### src/rtl/hazard_ctrl_pkg.sv
// hazard_ctrl_pkg: shared types and constants for the pipeline hazard
// controller.
//   Signal   : single control bit
//   RegAddr  : 5-bit register-file address
//   FwdSel   : E-stage operand forward select (NONE/E/M/W)
//   SbEntry  : scoreboard slot {valid, rd, load}
//   HAZARD_DEPTH : slots tracked after decode (E, M, W)
package hazard_ctrl_pkg;

  typedef logic       Signal;
  typedef logic [4:0] RegAddr;

  localparam int unsigned HAZARD_DEPTH = 3;

  typedef enum logic [1:0] {
    FWD_NONE = 2'd0,
    FWD_E    = 2'd1,
    FWD_M    = 2'd2,
    FWD_W    = 2'd3
  } FwdSel;

  typedef struct packed {
    Signal  valid;
    RegAddr rd;
    Signal  load;
  } SbEntry;

  // Scoreboard slot index to forward source; slots past W cannot forward.
  function automatic FwdSel slot_to_fwd(input int unsigned k);
    FwdSel sel;
    case (k)
      0:       sel = FWD_E;
      1:       sel = FWD_M;
      2:       sel = FWD_W;
      default: sel = FWD_NONE;
    endcase
    return sel;
  endfunction

endpackage

### src/rtl/hazard_scoreboard.sv
// hazard_scoreboard: DEPTH-entry shift register of destination registers
// owned by in-flight instructions (slot 0 = E, 1 = M, 2 = W).
//   clk, reset      : clock, synchronous active-high reset (clears slots)
//   push            : entry loaded into slot 0 every clock
//   qa, qb          : two query register addresses
//   match_a/match_b : per-slot hit (slot valid, query != r0, rd == query)
//   lmatch_a/_b     : per-slot hit where the owning instruction is a load
module hazard_scoreboard
  import hazard_ctrl_pkg::*;
#(
  parameter int unsigned DEPTH = HAZARD_DEPTH
) (
  input  logic             clk,
  input  Signal            reset,
  input  SbEntry           push,
  input  RegAddr           qa,
  input  RegAddr           qb,
  output logic [DEPTH-1:0] match_a,
  output logic [DEPTH-1:0] match_b,
  output logic [DEPTH-1:0] lmatch_a,
  output logic [DEPTH-1:0] lmatch_b
);

  SbEntry slot_q [DEPTH];

  always_ff @(posedge clk) begin
    if (reset) begin
      for (int unsigned i = 0; i < DEPTH; i++) begin
        slot_q[i] <= '0;
      end
    end else begin
      slot_q[0] <= push;
      for (int unsigned i = 1; i < DEPTH; i++) begin
        slot_q[i] <= slot_q[i-1];
      end
    end
  end

  always_comb begin
    match_a  = '0;
    match_b  = '0;
    lmatch_a = '0;
    lmatch_b = '0;
    for (int unsigned i = 0; i < DEPTH; i++) begin
      match_a[i]  = slot_q[i].valid && (qa != '0) && (slot_q[i].rd == qa);
      match_b[i]  = slot_q[i].valid && (qb != '0) && (slot_q[i].rd == qb);
      lmatch_a[i] = match_a[i] && slot_q[i].load;
      lmatch_b[i] = match_b[i] && slot_q[i].load;
    end
  end

endmodule

### src/rtl/hazard_ctrl.sv
// hazard_ctrl: RAW hazard detection, decode-stage stall/bubble/flush
// sequencing and optional operand forwarding selects.
// Build option: define HAZARD_FORWARDING_EN to enable forwarding (only
// load-use stalls, fwd_rs/fwd_rt driven). Undefined: every RAW match in
// E/M/W stalls and fwd_rs/fwd_rt are NONE.
//   clk, reset           : clock, synchronous active-high reset
//   d_valid              : decode holds a real instruction
//   d_rs, d_rt           : decode source addresses
//   d_rs_used, d_rt_used : instruction actually reads rs / rt
//   d_rd, d_wr, d_load   : destination, writes-rd, is-load
//   redirect             : E resolved a taken branch/jump this cycle
//   stall_fd             : hold PC and F/D register
//   bubble_e             : load a NOP into D/E
//   flush_d              : squash F/D contents
//   fwd_rs, fwd_rt       : E-stage forward selects
//   stall_cnt            : saturating count of stall cycles
module hazard_ctrl
  import hazard_ctrl_pkg::*;
#(
  parameter int unsigned DEPTH = HAZARD_DEPTH,
  parameter int unsigned CNT_W = 16
) (
  input  logic             clk,
  input  Signal            reset,
  input  Signal            d_valid,
  input  RegAddr           d_rs,
  input  RegAddr           d_rt,
  input  Signal            d_rs_used,
  input  Signal            d_rt_used,
  input  RegAddr           d_rd,
  input  Signal            d_wr,
  input  Signal            d_load,
  input  Signal            redirect,
  output Signal            stall_fd,
  output Signal            bubble_e,
  output Signal            flush_d,
  output FwdSel            fwd_rs,
  output FwdSel            fwd_rt,
  output logic [CNT_W-1:0] stall_cnt
);

  SbEntry           push;
  logic [DEPTH-1:0] match_rs, match_rt, lmatch_rs, lmatch_rt;
  logic [DEPTH-1:0] hit_rs, hit_rt, lhit_rs, lhit_rt;
  logic             rs_chk, rt_chk;
  logic             hazard;
  FwdSel            sel_rs, sel_rt;
  logic [CNT_W-1:0] cnt_q;

  hazard_scoreboard #(
    .DEPTH (DEPTH)
  ) u_sb (
    .clk      (clk),
    .reset    (reset),
    .push     (push),
    .qa       (d_rs),
    .qb       (d_rt),
    .match_a  (match_rs),
    .match_b  (match_rt),
    .lmatch_a (lmatch_rs),
    .lmatch_b (lmatch_rt)
  );

  // A stalled or redirected decode instruction does not advance, so it
  // enters E as a bubble.
  always_comb begin
    push       = '0;
    push.valid = d_valid && d_wr && (d_rd != '0) && !stall_fd && !redirect;
    push.rd    = d_rd;
    push.load  = d_load;
  end

  always_comb begin
    rs_chk  = d_valid && d_rs_used;
    rt_chk  = d_valid && d_rt_used;
    hit_rs  = match_rs  & {DEPTH{rs_chk}};
    hit_rt  = match_rt  & {DEPTH{rt_chk}};
    lhit_rs = lmatch_rs & {DEPTH{rs_chk}};
    lhit_rt = lmatch_rt & {DEPTH{rt_chk}};
  end

`ifdef HAZARD_FORWARDING_EN
  // Youngest producer wins: E over M over W.
  function automatic FwdSel pick_fwd(input logic [DEPTH-1:0] hit);
    FwdSel sel;
    sel = FWD_NONE;
    for (int unsigned k = 0; k < DEPTH; k++) begin
      if (hit[k] && (sel == FWD_NONE)) begin
        sel = slot_to_fwd(k);
      end
    end
    return sel;
  endfunction

  localparam logic [DEPTH-1:0] SLOT_E = DEPTH'(1);

  always_comb begin
    // Only a load still in E cannot be forwarded in time.
    hazard = |((lhit_rs | lhit_rt) & SLOT_E);
    sel_rs = pick_fwd(hit_rs);
    sel_rt = pick_fwd(hit_rt);
  end
`else
  always_comb begin
    // Load hits are a subset of plain hits; folding them in changes nothing.
    hazard = |(hit_rs | hit_rt | lhit_rs | lhit_rt);
    sel_rs = FWD_NONE;
    sel_rt = FWD_NONE;
  end
`endif

  // Redirect outranks a hazard: the decode instruction is dead anyway.
  always_comb begin
    stall_fd = !reset && hazard && !redirect;
    bubble_e = !reset && (hazard || redirect);
    flush_d  = !reset && redirect;
    fwd_rs   = reset ? FWD_NONE : sel_rs;
    fwd_rt   = reset ? FWD_NONE : sel_rt;
  end

  always_ff @(posedge clk) begin
    if (reset) begin
      cnt_q <= '0;
    end else if (stall_fd && (cnt_q != '1)) begin
      cnt_q <= cnt_q + CNT_W'(1);
    end
  end

  assign stall_cnt = cnt_q;

endmodule

### config.mk
export PLATFORM = sky130hd
export DESIGN_NAME = hazard_ctrl
export DESIGN_NICKNAME = d
export VERILOG_FILES = /design/src/rtl/hazard_ctrl_pkg.sv /design/src/rtl/hazard_scoreboard.sv /design/src/rtl/hazard_ctrl.sv
export SDC_FILE = /design/constraint.sdc
export NUM_CORES = 1
export LEC_CHECK = 0
export ABC_AREA = 1
export CAP_MARGIN = 20
export CORE_MARGIN = 3
export CORE_UTILIZATION = 35
export CTS_BUF_LIST = sky130_fd_sc_hd__clkbuf_4 sky130_fd_sc_hd__clkbuf_8 sky130_fd_sc_hd__clkbuf_16
export CTS_CLUSTER_SIZE = 24
export DETAILED_ROUTE_END_ITERATION = 8
export SLEW_MARGIN = 20
export SYNTH_ARGS = -nofsm -noshare
export SYNTH_HDL_FRONTEND = slang
export SYNTH_SLANG_ARGS = --single-unit
### constraint.sdc
create_clock -name clk -period 2.4 [get_ports clk]
set_input_delay 0.6 -clock clk [delete_from_list [all_inputs] [get_ports clk]]
set_output_delay 0.6 -clock clk [all_outputs]
set_load 0.02 [all_outputs]
# Yosys cells after proc, flatten, opt, wreduce, memory -nomap -nowiden
# Memories as Yosys holds them, arrays and structs flattened.
# Cells that the tools add are included.
# totals
inputBits	23
memories	1
elab_cells	63
ramBits	21
regBits	16
# op_classes
mux	6
reduce_logical	37
n_bitwise	10
eq_ne	7
add_sub_neg	1
# mem_list
memory	words	word_bits	read_ports	rd_ports_with_merged_regs	write_ports	line	text
u_sb.slot_q	3	7	3	0	3	hazard_scoreboard.sv:24	SbEntry slot_q [DEPTH];
# ops
op	n
equality test 5 bit	6
logical AND 1 bit	29
2-to-1 mux 7 bit	3
adder 16 x 1 -> 16 bit (second input constant)	1
!= test 16 bit (second input constant)	1
nonzero test 5 bit	3
bitwise AND 3 bit	4
OR 3 bit	3
zero test 1 bit	3
2-to-1 mux 1 bit	3
OR 1 bit	3
OR reduction 3 bit	1
logical OR 1 bit	1

# Depth between registers and ports, before layout
# Gate-level depths: netlist of run 1.
# logic_depth
depth_word	14
depth_mapped	14
mapped_depth_nobuf	14

# By module
# From an unflattened synthesis of run 1, not the netlist that was laid out.
# unflattened
cells_unflattened	392
area_unflattened_um2	2348.5
# modules_own_cells
module	cells_each	area_per_inst_um2	instances
hazard_scoreboard	220	1202.4	1
hazard_ctrl	172	1146.1	1

# Worst setup path before layout of run 1
# OpenSTA, ideal clock, no wires.
# synth_path
path_kind	in2out
start	input port d_valid
end	output port bubble_e
n_path_buf	1
arrival_ns	1.639
path_stages	11
setup_slack_ns	0.161
path_cell_list	nand2_1 a21oi_1 nand2_1 nor2_1 nand2_1 nand2_1 nand2_1 nand3_4 buf_6 nor2_1 nor2_1
# synth_via
elab_chain_len	8
# synth_lines
item	line	text
start: declaration	hazard_ctrl.sv:25	input Signal d_valid,
logical AND 1 bit, on equally long branches	hazard_ctrl.sv:74, hazard_ctrl.sv:75	
bitwise AND 3 bit, on equally long branches	hazard_ctrl.sv:76, hazard_ctrl.sv:77	
OR 3 bit (2 in a row)	hazard_ctrl.sv:106	hazard = |(hit_rs | hit_rt | lhit_rs | lhit_rt);
OR 3 bit *	hazard_ctrl.sv:106	
OR reduction 3 bit *	hazard_ctrl.sv:106	
logical OR 1 bit *	hazard_ctrl.sv:115	bubble_e = !reset && (hazard || redirect);
logical AND 1 bit *	hazard_ctrl.sv:115	
end: declaration	hazard_ctrl.sv:35	output Signal bubble_e,
# Every way passes the cells marked *; elsewhere a longest branch is shown, timed or not.

# Worst setup path in the final report of run 1
# layout_path
start	input port d_rs[3]
end	output port bubble_e
# layout_via
elab_chain_len	10
# layout_lines
item	line	text
start: declaration	hazard_ctrl.sv:26	input RegAddr d_rs,
nonzero test 5 bit	hazard_scoreboard.sv:45	match_a[i] = slot_q[i].valid && (qa != '0) && (slot_q[i].rd == qa);
logical AND 1 bit (2 in a row)	hazard_scoreboard.sv:45	
bitwise AND 3 bit or logical AND 1 bit (tied branches)	hazard_ctrl.sv:76, hazard_scoreboard.sv:47	
OR 3 bit or bitwise AND 3 bit (tied branches)	hazard_ctrl.sv:106, hazard_ctrl.sv:78	
OR 3 bit * (2 in a row)	hazard_ctrl.sv:106	
OR reduction 3 bit *	hazard_ctrl.sv:106	
logical OR 1 bit *	hazard_ctrl.sv:115	
logical AND 1 bit *	hazard_ctrl.sv:115	
# Marks and branches as above.

==> run_results.csv, run 1 <==
group,metric,value,unit
sta,setup_violations,0,
sta,fmax,427.5,MHz
power_and_ir_drop,power,1.161,mW
layout,syn2layout_area_growth,27.11,%
synth,ys_types,27,
die,die_x,84.55,µm
power_and_ir_drop,switching_share,0.2773,
sta,skew,9.129,ps
hold_path,min_path_cells,2,
detailed_routing,ant_nets,0,
synth,async_flop_share,0,
synth,synth-edff-count,0,
layout,drive_gt1_frac,0.2021,
layout,final_nets,410,
layout,design_area,2745,µm²
placed_design,gp_congestion,0.9721,
layout,antenna_cells,0,
setup_path,crit_path_top_delay_cell,"clkbuf_2",
status,outcome,"completed",
clock_tree,cts_sinks,34,
synth,synth_top_family_by_area,"simple AND/OR/NAND/NOR gates",
setup_path,worst-path-buf-inv,3,
detailed_routing,wl_per_cell,12.36,µm
setup_path,path_max_fanout,4,
grt,grt_usage,0.1658,
setup_path,critPathTopFamily,"simple AND/OR/NAND/NOR gates",
setup_path,rr_startpoint,"stall_cnt[0]$_SDFFE_PP0P_",
placed_design,placed_area,2665,µm²
synth,synth-seq-cells,34,
grt,grt_first_pass_wirelength,9673,µm
setup_path,path_depth,12,
placed_design,place_hpwl,4284,µm
setup_path,cp.arrival,1740,ps
hold_path,holdPathEnd,"u_sb.slot_q[0][20]$_SDFF_PP0_",
sta,hold_viol_final,0,
clock_tree,h-tree-depth,2,
detailed_routing,drtIter0Drc,122,
setup_path,path_cells,"clkbuf_2, inv_2, nand3_1, nor2_2, nor2_1, nand2_1, nand2_1, nand2_2, nand3_4, nor2_4, nor2_4, buf_6",
synth,synth-simple-area-share,0.4090,
sta,fin_crit,2339,ps
detailed_routing,drt_wl_total,5662,µm
clock_tree,postCtsSetupBuffers,0,
clock_tree,cts_buffers,5,
detailed_routing,drc,0,
sta,finalCritPeriodShare,0.9748,
layout,fillerInstances,610,
setup_path,reg2reg_to,"stall_cnt[1]$_SDFFE_PP0P_",
setup_path,critPathKind,"input pin to output port",
clock_tree,clk_path_buf_depth,2,
sta,drv_slew,0,
synth,ys_seq_area_frac,0.3152,
synth,yosys_most_used_dff,"dfxtp_1",
flow_run,drv_cap,0,
hold_path,hold_class,"flop to flop",
synth,yosysTopAreaCellShare,0.3152,
grt,grt_pass1_vias,2029,
power_and_ir_drop,power_switching,321.8,µW
setup_path,crit_required,1800,ps
die,dieHeight,84.55,µm
detailed_routing,vias_per_cell,4.677,
setup_path,r2r_slack,440,ps
layout,fin_cells,458,
placed_design,placedCellCount,451,
grt,grt_max_degree,26,
power_and_ir_drop,p_seq_frac,0.504,
synth,muxShareOfSynthArea,0,
synth,avgSynthCellArea,6.408,µm²
die,start_util,0.3760,
detailed_routing,first_pass_iters,4,
power_and_ir_drop,vdd_ir_drop_max,202.5,µV
setup_path,crit_path_end_kind,"output port",
power_and_ir_drop,p_leak,1.151,nW
synth,netlist_area,2160,µm²
grt,antenna_found_initial,0,
sta,setup_ws,60.58,ps
hold_path,min_from,"u_sb.slot_q[0][13]$_SDFF_PP0_",
clock_tree,clk_latency,290,ps
sta,rsz0062_at_grt,"yes",
synth,synth_largest_area_cell,"dfxtp_1",
power_and_ir_drop,cellPowerDensity,422.8,nW/µm²
synth,synth_area_leaders,"dfxtp_1 32%, nand2_1 19%, nor2_1 7.3%",
setup_path,reg2reg_depth,10,
synth,synthAdderAreaFrac,0.005794,
die,coreArea,5743,µm²
placed_design,post-place-ws,-826.9,ps
synth,synth_compound_area_frac,0.05968,
power_and_ir_drop,p_clk_frac,0.351,
die,die_area,7149,µm²
clock_tree,cts_tree,"done",
synth,syn_inst,337,
setup_path,max_stage_delay,140,ps
clock_tree,clock-root-buffer,"clkbuf_8",
detailed_routing,via_count,2142,
synth,yosysMostFrequentCell,"nand2_1",
synth,synthTopCellsByCount,"111 x nand2_1, 42 x nor2_1, 39 x inv_1",
power_and_ir_drop,internal_power,838.8,µW
setup_path,start_kind,"input pin",
die,num_rows,27,
die,io_pins,46,
synth,synth_xor_area_frac,0.08517,
placed_design,port_buffers,40,
grt,gr-total-overflow,0,
synth,synth_warnings,0,
clock_tree,cts.clk_slew.worst_paths,70,ps
power_and_ir_drop,p_comb_frac,0.145,
layout by cell type, fill, tap and decap left out, types with 9 or more instances in the layout:
master	n
a21oi_2	12
buf_4	11
clkbuf_2	9
clkdlybuf4s50_1	24
dfxtp_1	34
inv_1	37
inv_2	11
nand2_1	106
nand3_1	9
nand4_1	19
nor2_1	40
xnor2_1	12
xor2_1	9
worst register-to-register path, stage by stage, from the launching register on:
cell     delay [ps]
dfxtp_1         390
ha_1            250
nand3_1         160
inv_2            90
nand3_2         110
nor3_2          140
nand2_2         230
nand3_4         300
nand2_1          90
nand2_1          70
nor2_1           40
worst max path at each step:
stage | from | slack [ps] | end
global route | d_rt[3] | -10 | bubble_e
floorplan | d_valid | 160 | bubble_e
finish | d_rs[3] | 60 | bubble_e
CTS | d_rs[1] | -100 | bubble_e
global placement | d_rt[3] | -850 | bubble_e
detailed placement | d_rt[3] | -830 | bubble_e
power groups by stage:
stage | sequential (mW) | clock (mW) | combinational [mW]
4_1_cts | 0.585 | 0.423 | 0.164
2_1_floorplan | 0.595 | 0 | 0.0942
6_report | 0.585 | 0.407 | 0.169
3_5_place_dp | 0.598 | 0 | 0.168
3_3_place_gp | 0.598 | 0 | 0.169
5_1_grt | 0.586 | 0.443 | 0.187
stage by stage:
step,util,TNS [ps],hold slack (ps)
finish,0.4780,0,445.7
global route,0.4780,-20.50,472.4
CTS,0.4797,-104.3,447.3
detailed placement,0.4641,-5072,422.7
global placement,0.4641,-5162,427.1
floorplan,-,0,403.1
routing by layer:
layer / routed length, µm / track usage / share of wire
met3: 375 / 0.05201 / 0.066
met5: 0 / 0 / 0
met1: 2836 / 0.2389 / 0.50
met4: 40 / 0.03453 / 0.0071
met2: 2409 / 0.2420 / 0.43
kinds of logic (layout without fill, tap and decap cells):
logic type                 count (synthesis)  in the layout
DFF                                       34             34
and+or+nand+nor                          199            199
other                                      1              4
adders and majority gates                  1              1
buffers and inverters                     62            108
AOI/OAI and AO/OA                         19             19
xor gates and xnor gates                  21             21
final cells by class:
type                       instances  area (µm²)  area share
timing repair buffer              51       429.2      0.1563
clock buffer                       5       68.82     0.02507
clock inverter                     2       10.01    0.003646
tap                               72       90.09     0.03282
multi-input combinational        244        1276      0.4649
sequential                        34       680.7      0.2479
inverter                          50       190.2     0.06928
flip-flops by register name, indices dropped and copies added, names as in the netlist:
signal	flops
stall_cnt	16
u_sb.slot_q	18
repair_timing:
action,4_1_cts,5_1_grt
resized for setup,42,36
cloned,0,0
hold buffers,0,0
setup endpoints to repair,3,2
pin swaps,13,20
Note: power is estimated with default switching activity, not from simulation.
==> inputs of run 2 (changes only) <==
Settings changed: TNS_END_PERCENT set to 20.
==> run 2 against run 1 <==
Compared with the run above:
- total power rose by 0.32%
- clock power about the same
- global-route usage about the same
- cell count is the same
- first-iteration DRC count down 4.1%
- critical path type unchanged
- critical endpoint unchanged
- largest cell class unchanged
- highest routed layer unchanged
==> run_results.csv, run 2 (synthesis gave the netlist of run 1 again) <==
group,metric,value,unit
setup_path,critPathTopFamily,"simple AND/OR/NAND/NOR gates",
setup_path,path_max_fanout,4,
setup_path,start_kind,"input pin",
detailed_routing,wl_per_cell,12.38,µm
die,num_rows,27,
die,dieHeight,84.55,µm
layout,layout_common_cells,"106 x nand2_1, 40 x nor2_1, 37 x inv_1",
layout,regArea,680.7,µm²
clock_tree,cts_sinks,34,
sta,fin_crit,2337,ps
setup_path,crit_path_end_kind,"output port",
placed_design,placed_area,2665,µm²
detailed_routing,drt_wl_total,5668,µm
setup_path,crit_path_top_delay_cell,"nor2_2",
sta,fmax,428.0,MHz
setup_path,cp.arrival,1740,ps
setup_path,path_cells,"clkbuf_2, inv_2, nand2_1, nor2_2, nor2_1, nand2_1, nand2_1, nand2_2, nand3_4, nor2_4, nor2_4, buf_6",
detailed_routing,first_pass_iters,4,
detailed_routing,drc,0,
setup_path,crit_top_cell,"nand2_1",
placed_design,place_hpwl,4284,µm
layout,multi_input_area,1280,µm²
die,coreArea,5743,µm²
setup_path,critPathKind,"input pin to output port",
layout,design_area,2749,µm²
clock_tree,clk_latency,290,ps
sta,setup_violations,0,
clock_tree,cts_buffers,5,
sta,hold_viol_final,0,
grt,gr-total-overflow,0,
flow_run,drv_cap,0,
status,outcome,"completed",
clock_tree,h-tree-depth,2,
power_and_ir_drop,p_leak,1.158,nW
sta,skew,8.898,ps
clock_tree,cts.clk_slew.worst_paths,70,ps
placed_design,placedCellCount,451,
power_and_ir_drop,cellPowerDensity,423.5,nW/µm²
sta,tns,0,ps
clock_tree,cts_hold_buf,0,
die,die_x,84.55,µm
layout,post-route-util,0.4786,
die,start_util,0.3760,
layout,regMostFlops,"u_sb.slot_q",
detailed_routing,via_count,2159,
setup_path,max_stage_delay,160,ps
sta,finalCritPeriodShare,0.9736,
setup_path,crit_required,1800,ps
sta,rsz0062_at_grt,"yes",
detailed_routing,ant_nets,0,
clock_tree,clk_path_buf_depth,2,
sta,drv_slew,0,
layout,fillerInstances,609,
layout,final_common_cell,"nand2_1",
detailed_routing,drtIter0Drc,117,
grt,grt_usage,0.1660,
layout,syn2layout_area_growth,27.29,%
clock_tree,clock-root-buffer,"clkbuf_8",
placed_design,port_buffers,40,
layout,antenna_cells,0,
power_and_ir_drop,vdd_ir_drop_max,204.1,µV
die,die_area,7149,µm²
layout,final_nets,410,
clock_tree,cts_tree,"done",
layout,fin_cells,458,
grt,antenna_found_initial,0,
grt,grt_first_pass_wirelength,9687,µm
layout,drive_gt1_frac,0.2021,
die,io_pins,46,
grt,grt_max_degree,26,
layout,largest_reg_flops,18,
placed_design,gp_congestion,0.9721,
grt,grt_pass1_vias,2029,
setup_path,worst-path-buf-inv,3,
clock_tree,postCtsSetupBuffers,0,
detailed_routing,vias_per_cell,4.714,
hold_path,hold_class,"flop to flop",
run 2: cell types whose count changed in the layout (fill, tap and decap cells not counted):
cell             before  now
buf_2                 2    0
clkbuf_2              9   11
a21oi_1               6    7
a21oi_2              12   11
buf_6                 3    4
clkbuf_4              1    0
clkdlybuf4s15_1       1    0
dlygate4sd2_1         0    1
inv_2                11   12
inv_4                 1    0
xnor2_1              12   11
xnor2_2               0    1
run 2: final timing paths:
check | from | endpoint | slack (ps) | depth (start not counted)
setup / recovery | d_rs[1] | bubble_e | 60 | 12
hold / removal | u_sb.slot_q[0][13]$_SDFF_PP0_ | u_sb.slot_q[0][20]$_SDFF_PP0_ | 450 | 2
setup reg to reg | stall_cnt[0]$_SDFFE_PP0P_ | stall_cnt[1]$_SDFFE_PP0P_ | 440 | 10
hold reg to reg | u_sb.slot_q[0][13]$_SDFF_PP0_ | u_sb.slot_q[0][20]$_SDFF_PP0_ | 450 | 2
run 2: final cells by class:
type / instances / share of cell area
Clock buffer: 5 / 0.02503
Clock inverter: 2 / 0.003641
Inverter: 50 / 0.06827
Multi-Input combinational cell: 244 / 0.4656
Sequential cell: 34 / 0.2476
Tap cell: 72 / 0.03277
Timing Repair Buffer: 51 / 0.1570
run 2: layer usage:
layer | GRT usage | wire (µm)
met4 | 0.03453 | 59
met5 | 0 | 0
met1 | 0.2395 | 2814
met3 | 0.05201 | 373
met2 | 0.2420 | 2420
run 2: stage by stage:
step	hold WS [ps]	setup slack [ps]	total power [mW]
floorplan	403.1	160.8	0.6893
global placement	427.1	-851.4	0.7670
detailed placement	422.7	-826.9	0.7657
CTS	447.3	-122.3	1.171
global route	472.4	-35.63	1.218
finish	445.6	63.37	1.164
run 2: power breakdown:
part / switching [mW] / internal [mW]
logic: 0.0995 / 0.0697
registers: 0.0100 / 0.575
clock network: 0.215 / 0.195
run 2: repair_timing:
| action | CTS | global route |
|---|---|---|
| pin swaps | 8 | 19 |
| endpoints found under the setup margin | 3 | 2 |
| gates resized for setup | 33 | 42 |
| cloned | 0 | 0 |
run 2: tightest hold or removal path, stage by stage (launching register included):
cell	delay (ps)
dfxtp_1	320
inv_1	50
nor2_1	30
==> edit (config.mk and constraints of run 1) <==
Build with the macro `HAZARD_FORWARDING_EN` defined.
--- a/src/rtl/hazard_ctrl.sv
+++ b/src/rtl/hazard_ctrl.sv
@@ -14,6 +14,8 @@
 //   flush_d              : squash F/D contents
 //   fwd_rs, fwd_rt       : E-stage forward selects
 //   stall_cnt            : saturating count of stall cycles
+`define HAZARD_FORWARDING_EN
+
 module hazard_ctrl
   import hazard_ctrl_pkg::*;
 #(
Formal check against the unedited RTL: not equivalent (a bounded check fails within 4 cycles, from zero or initial values and one cycle with reset high).
==> edit against run 1 <==
  * Total power grew 14%
  * Via count shrank 1.4%
  * Largest cell class unchanged
  * Setup slack lost 0.0015 ns
  * Cell count grew 1.1%
  * Global-route usage shrank 0.52 points
  * Critical path depth shrank 4
  * Wire length shrank 6.2%
  * Final area grew 5.2%
  * Register-to-register slack gained 0.17 ns
  * Synthesized area shrank 3.5%
  * Critical path type unchanged
  * Count of clock-buffer cells in the layout is the same
  * Sequential cell count grew 1
  * Largest power group unchanged
  * Clock power grew 37%
==> edit: results (changes against run 1) <==
status=completed; Largest register FFs=19 (+1); NumNets Final=414 (+0.98%); vias in the first global route=2042 (+0.64%); Critical Path AT=1.74 ns (about the same); Global Route Usage Sum=16.1% (-0.52 points); largest net degree at the start of global routing=14 (-46%); Placer Congestion=0.837 (-14%); max_slew headroom=80.6%; # placed instances=454 (+0.67%); Seq/Total Area, Yosys=33.6% (+2.1 points); Post-synth top cells=77 x nor2_1, 72 x nand2_1, 50 x inv_1; fillers=580 (-4.9%); total number of vias=2112 (-1.4%); CP max-delay cell=clkdlybuf4s15_2; fraction of registers with async set/reset=0% (unchanged); DP Worst Slack=-0.827 ns (-0.000277 ns); Skew-Pair Late Insertion Delay=0.29 ns (about the same); P_leak=1.24 nW (+7.6%); Worst R2R Setup Slack=0.61 ns (+0.17 ns); Buffers on Ports=45 (+13%); post-placement cell area=2720 µm² (+1.9%); CTS Buf Count=5 (unchanged); Detail Placement HPWL=4100 µm (-4.3%); CP top delay family=buffers and inverters; first-pass GRT wire length=9110 µm (-5.8%); CTS H-Tree Depth=2 (unchanged); fin crit share=97.5% (about the same); layout cells sized above 1=21.2% (+1.0 points); Distinct cells, synth=28 (+3.7%); top cells by area, synth=dfxtp_1 34%, nor2_1 14%, nand2_1 13%; Worst path max stage delay=0.25 ns (+0.11 ns); Starting DRT DRC Count=88 (-28%); Max FO, Critical Path=5 (+1); routed len/inst=11.5 µm (-7.2%); Via density=4.56 (-2.5%); syn_area_per_cell=6.39 µm² (-0.28%); Clock Skew=0.00914 ns (+0.0000135 ns); minimum hold slack=0.444 ns (-0.00134 ns); clock buffer depth=2 (unchanged); VDD IR max=0.256 mV (+26%)
==> edit: logic make-up after synthesis <==
logic type,Yosys count,synth area share [%]
AND/OR/NAND/NOR,198,41.4
buffers and inverters,58,11.7
flip-flops,35,33.6
XOR/XNOR,19,7.99
AO/OA/AOI/OAI,15,4.68
adder cells (fa/ha/maj),1,0.601
==> edit: timing repair <==
| action | CTS | global route |
|---|---|---|
| pin swaps | 12 | 15 |
| buffers inserted | 1 | 0 |
| resized for setup | 83 | 31 |
| endpoints found under the setup margin | 7 | 7 |
==> edit: report_power, final <==
part | internal [mW] | switching, mW | total, mW | leakage (nW)
clock network | 0.315 | 0.242 | 0.556 | 0.0587
registers | 0.592 | 0.0113 | 0.604 | 0.285
logic | 0.0791 | 0.0880 | 0.167 | 0.895
==> edit: layout make-up <==
type	instances	area [µm²]	area share (%)
sequential	35	701	24.3
timing repair buffer	63	542	18.8
inverter	52	195	6.76
tap	72	90.1	3.12
clock inverter	3	47.5	1.65
multi-input combinational	233	1240	43.1
clock buffer	5	68.8	2.38
==> edit: worst paths after layout <==
kind / end / startpoint / cells after the start
worst max-delay path: fwd_rt[1] / d_rt[4] / 8
worst max register to register: stall_cnt[0]$_SDFFE_PP0P_ / stall_cnt[1]$_SDFFE_PP0P_ / 9
worst min-delay path: u_sb.slot_q[0][20]$_SDFF_PP0_ / u_sb.slot_q[0][13]$_SDFF_PP0_ / 2
worst min register to register: u_sb.slot_q[0][20]$_SDFF_PP0_ / u_sb.slot_q[0][13]$_SDFF_PP0_ / 2
==> edit: routing by layer <==
layer / global-route usage, % / share of wire, %
met2: 25.1 / 44
met5: 0 / 0
met4: 4.16 / 1.3
met1: 21.5 / 50
met3: 4.96 / 4.6
